[config.mk]
export PLATFORM = sky130hd
export DESIGN_NAME = ab_pattern_sequencer
export DESIGN_NICKNAME = d
export VERILOG_FILES = /design/src/rtl/ab_pattern_sequencer.sv
export SDC_FILE = /design/constraint.sdc
export NUM_CORES = 1
export LEC_CHECK = 0
export ABC_CLOCK_PERIOD_IN_PS = 2300
export CAP_MARGIN = 40
export CORE_MARGIN = 1
export CORE_UTILIZATION = 53
export DETAILED_ROUTE_END_ITERATION = 8
export GPL_ROUTABILITY_DRIVEN = 0
export PLACE_DENSITY = 0.86
export SLEW_MARGIN = 15
export SYNTH_ARGS = -nofsm -noshare
export SYNTH_HDL_FRONTEND = slang
export SYNTH_SLANG_ARGS = --single-unit
[constraint.sdc]
create_clock -name clk -period 2.3 [get_ports clk]
set_input_delay 0.345 -clock clk [delete_from_list [all_inputs] [get_ports clk]]
set_output_delay 0.345 -clock clk [all_outputs]
set_load 0.01 [all_outputs]
[src/rtl/ab_pattern_sequencer.sv]
// ab_pattern_sequencer: steps the colour-decode operands {a,b} through all 16
// codes, holding each for HOLD_CYCLES clocks, with start/pause button control.
module ab_pattern_sequencer #(
  parameter int unsigned HOLD_CYCLES = 100_000_000,
  parameter bit          LOOP        = 1'b0,
  parameter int unsigned CNT_W       = $clog2(HOLD_CYCLES + 1)
) (
  input  logic       clk,
  input  logic       reset,
  input  logic       start_btn,
  input  logic       pause_btn,
  output logic [1:0] a,
  output logic [1:0] b,
  output logic [3:0] index,
  output logic       busy,
  output logic       done
);

  localparam logic [CNT_W-1:0] TC_VAL = CNT_W'(HOLD_CYCLES - 1);

  typedef enum logic [1:0] {
    S_IDLE   = 2'd0,
    S_RUN    = 2'd1,
    S_PAUSED = 2'd2,
    S_DONE   = 2'd3
  } state_t;

  state_t           r_state;
  state_t           w_state_nxt;
  logic [CNT_W-1:0] r_cnt;
  logic [CNT_W-1:0] w_cnt_nxt;
  logic [3:0]       r_index;
  logic [3:0]       w_index_nxt;
  logic [1:0]       r_a;
  logic [1:0]       r_b;
  logic             r_start_q;
  logic             r_pause_q;
  logic             w_start_rise;
  logic             w_pause_rise;
  logic             w_tc;
  logic             w_last;

  assign w_start_rise = start_btn & ~r_start_q;
  assign w_pause_rise = pause_btn & ~r_pause_q;
  assign w_tc         = (r_cnt == TC_VAL);
  assign w_last       = (r_index == 4'd15);

  assign a     = r_a;
  assign b     = r_b;
  assign index = r_index;

  // Button history; resets high so a button held through reset gives no edge.
  always_ff @(posedge clk or posedge reset) begin
    if (reset) begin
      r_start_q <= 1'b1;
      r_pause_q <= 1'b1;
    end else begin
      r_start_q <= start_btn;
      r_pause_q <= pause_btn;
    end
  end

  // State register.
  always_ff @(posedge clk or posedge reset) begin
    if (reset) begin
      r_state <= S_IDLE;
    end else begin
      r_state <= w_state_nxt;
    end
  end

  // Hold counter, code index and operand registers; {a,b} tracks index exactly.
  always_ff @(posedge clk or posedge reset) begin
    if (reset) begin
      r_cnt   <= '0;
      r_index <= '0;
      r_a     <= '0;
      r_b     <= '0;
    end else begin
      r_cnt   <= w_cnt_nxt;
      r_index <= w_index_nxt;
      r_a     <= w_index_nxt[3:2];
      r_b     <= w_index_nxt[1:0];
    end
  end

  // Next-state and next counter/index; pause beats terminal count and start in RUN.
  always_comb begin
    w_state_nxt = r_state;
    w_cnt_nxt   = r_cnt;
    w_index_nxt = r_index;
    case (r_state)
      S_IDLE, S_DONE: begin
        if (w_start_rise) begin
          w_state_nxt = S_RUN;
          w_cnt_nxt   = '0;
          w_index_nxt = '0;
        end
      end
      S_RUN: begin
        if (w_pause_rise) begin
          w_state_nxt = S_PAUSED;
        end else if (w_tc) begin
          w_cnt_nxt = '0;
          if (w_last) begin
            if (LOOP) begin
              w_index_nxt = '0;
            end else begin
              w_state_nxt = S_DONE;
            end
          end else begin
            w_index_nxt = r_index + 4'd1;
          end
        end else begin
          w_cnt_nxt = r_cnt + CNT_W'(1);
        end
      end
      S_PAUSED: begin
        if (w_start_rise || w_pause_rise) begin
          w_state_nxt = S_RUN;
        end
      end
      default: begin
        w_state_nxt = S_IDLE;
      end
    endcase
  end

  // Status decode from the registered state.
  always_comb begin
    busy = 1'b0;
    done = 1'b0;
    case (r_state)
      S_RUN, S_PAUSED: busy = 1'b1;
      S_DONE:          done = 1'b1;
      default:         ;
    endcase
  end

endmodule

==> flow_summary_export.csv <==
group,metric,value,unit
outcome,status,"finished clean",
global_routing,grt_pass1_vias,1922,
sta,slew_headroom,0.6721,
yosys,synthCells,250,
yosys,syn_avg_cell_area,8.758,um2
detailed_routing,wl_per_cell,15.75,um
sta,post-route-period-util,0.9453,
critical_path,critPathSlowestCell,"dfrtp_1",
cts,cts_num_sinks,35,
sta,period_needed,2.174,ns
yosys,yosys-top-cells-area,"dfrtp_1 38%, nand2_1 5.5%, nand3_1 4.6%, nor2_1 3.9%, ha_1 3.4%",
critical_path,critPathBufInv,3,
sta,drv_slew,0,
critical_path,cp.arrival,2.36,ns
yosys,yosys_register_bits,35,
detailed_routing,via_per_inst,6.125,
yosys,synth_area,2190,um2
global_routing,grt_max_degree,36,
detailed_routing,drc,0,
layout,diodes,0,
job,max_cap_viol_count,0,
global_routing,track_usage,0.2767,
die,rows,22,
sta,max_freq,459.9,MHz
die,dieHeight,66.28,um
layout,drive_gt1_frac,0.1429,
sta,clock_skew,0.009363,ns
detailed_routing,ant_nets,0,
sta,setup_viol,0,
global_routing,overflow,0,
die,die_x,66.28,um
critical_path,crit_chain,"inv_1, ha_1, or2_2, o211ai_1, buf_6, buf_4, nor2_1, nor4b_2",
critical_path,crit_family,"simple AND/OR/NAND/NOR gates",
die,initial_core_util,0.5764,
die,io_pins,14,
yosys,yosys.area.top_type_share,0.3771,
placed_design,portBuffers,13,
sta,setup_ws,0.1257,ns
pwr,ir_worst_vdd,0.0007846,V
cts,clockBufferDepth,2,
critical_path,end_kind,"flip-flop",
critical_path,worstPathRequired,2.49,ns
critical_path,startpoint_type,"flip-flop",
placed_design,dp_hpwl,3775,um
critical_path,slowest_delay,0.40,ns
layout,area_growth,17.49,%
cts,insertion_delay,0.29,ns
cts,cts_buffers,5,
cts,cts_root_buf,"clkbuf_8",
critical_path,crit_fanout,10,
sta,rsz0062_at_grt,"yes",
yosys,syn_nets,260,
die,die_area,4392,um2
yosys,ys.warnings.count,0,
yosys,yosysTopAreaCell,"dfrtp_1",
yosys,ys.flop_type,"dfrtp_1",
yosys,ys_types,51,
yosys,synth_edf_count,0,
global_routing,grt_pass1_wl,9011,um
sta,worst_pin_slew,0.4896,ns
global_routing,grt_antenna_before_repair,0,
critical_path,critPathKind,"reg2reg",
pwr,p_per_area,919.6,nW/um2
yosys,async_flop_share,1.000,
yosys,yosysSeqAreaShare,0.4011,
yosys,yosys-top-cells-count,"33 x dfrtp_1, 32 x nand2_1, 23 x nor2_1",
placed_design,place_ws,0.05414,ns
cts,cts_setup_buffers,0,
sta,hold_viol,0,
cts,holdBufCountCts,0,
cts,htreeDepth,2,
pwr,p_leak,0.001060,uW
detailed_routing,drt_iter0_markers,114,
cts,cts_tree,"built",
placed_design,dpl.cell_count,319,
detailed_routing,via_count,2009,
yosys,yosys.cell_count.top_type,"dfrtp_1",
cts,clkTransAtPathRegs,0.07,ns
hold_path,hp-class,"in2async",
die,core,3799,um2
detailed_routing,first_pass_iters,4,
cts,cts_resized,0,
layout,finalNetCount,289,
detailed_routing,wl,5166,um
layout,layout.cells.non_filler,328,
-- kinds of logic after synthesis --
logic type | synth area share
adders and majority gates | 0.03428
AOI/OAI and AO/OA | 0.1349
muxes | 0.01886
buffers and inverters | 0.04514
DFF | 0.4011
and+or+nand+nor | 0.3337
xor gates and xnor gates | 0.03200
-- layout by cell type, fill, tap and decap left out, types with 2 or more instances in the layout --
cell | Yosys | routed
nor4_4 | 2 | 2
xnor2_1 | 7 | 7
nand2_1 | 32 | 32
nand4_1 | 8 | 8
or3_1 | 3 | 3
nor2_1 | 23 | 23
nand3_1 | 20 | 20
nor2b_1 | 3 | 3
or4_1 | 5 | 5
nand2b_1 | 2 | 2
dfstp_2 | 2 | 2
nor3_1 | 10 | 10
a21oi_1 | 11 | 11
o21a_1 | 3 | 3
o21ai_0 | 5 | 5
inv_1 | 8 | 8
a22oi_1 | 2 | 2
ha_1 | 6 | 6
or2_1 | 2 | 2
o221ai_1 | 2 | 2
o211ai_1 | 4 | 4
o31ai_1 | 4 | 4
clkbuf_8 | 0 | 5
nor4b_2 | 2 | 2
dfrtp_1 | 33 | 33
o21ai_1 | 5 | 5
buf_4 | 4 | 20
nand3b_1 | 3 | 3
clkbuf_1 | 8 | 3
and4_1 | 2 | 2
mux2i_1 | 3 | 3
or2_2 | 2 | 2
nor4_1 | 5 | 5
clkdlybuf4s50_1 | 0 | 13
-- layer usage --
metal,global-route usage,vias up,wire length (um)
li1,-,965,-
met1,0.3608,971,2322
met2,0.4375,60,2488
met3,0.05517,13,235
met4,0.1330,0,119
met5,0,-,0
-- final timing paths --
path / slack, ns / to / startpoint / depth (start not counted)
worst max-delay path: 0.13 / r_cnt[22]$_DFFE_PP0P_ / r_state[0]$_DFFE_PP0P_ / 8
worst min-delay path: 0.45 / r_cnt[20]$_DFFE_PP0P_ / reset / 3
worst max register to register: 0.13 / r_cnt[22]$_DFFE_PP0P_ / r_state[0]$_DFFE_PP0P_ / 8
worst min register to register: 0.51 / r_cnt[1]$_DFFE_PP0P_ / r_cnt[1]$_DFFE_PP0P_ / 2
max in group asynchronous: 1.50 / r_pause_q$_DFF_PP1_ / reset / 3
min in group clk: 0.51 / r_cnt[1]$_DFFE_PP0P_ / r_cnt[1]$_DFFE_PP0P_ / 2
-- layout make-up --
| type | instances | area [um2] |
|---|---|---|
| inverter | 9 | 33.78 |
| sequential | 35 | 878.3 |
| tap | 48 | 60.06 |
| clock buffer | 8 | 80.08 |
| timing repair buffer | 35 | 296.5 |
| multi-input combinational | 193 | 1224 |
| fill | 307 | 1226 |
-- worst register-to-register path, stage by stage, from the launching register on --
cell,delay [ns]
dfrtp_1,0.40
inv_1,0.10
ha_1,0.35
or2_2,0.31
o211ai_1,0.24
buf_6,0.22
buf_4,0.14
nor2_1,0.07
nor4b_2,0.28
-- stage by stage --
step           area, um2  power [uW]  setup TNS [ns]  hold slack [ns]  utilization
2_1_floorplan       2190        1450               0           0.3495            -
5_1_grt             2572        2516      -0.0001108           0.5230       0.6772
3_5_place_dp        2472        1879               0           0.5082       0.6509
3_3_place_gp        2472        1840               0           0.4843       0.6509
4_1_cts             2552        2303               0           0.4690       0.6719
6_report            2572        2366               0           0.4523       0.6772
-- report_power, final --
group | leakage [uW] | internal (uW) | total (uW) | switching, uW
sequential | 0.000473 | 680 | 752 | 71.4
combinational | 0.000548 | 465 | 1190 | 724
clock | 0.0000395 | 215 | 424 | 210
total | 0.00106 | 1360 | 2370 | 1010
No activity file was read; power rests on OpenSTA's default activity.
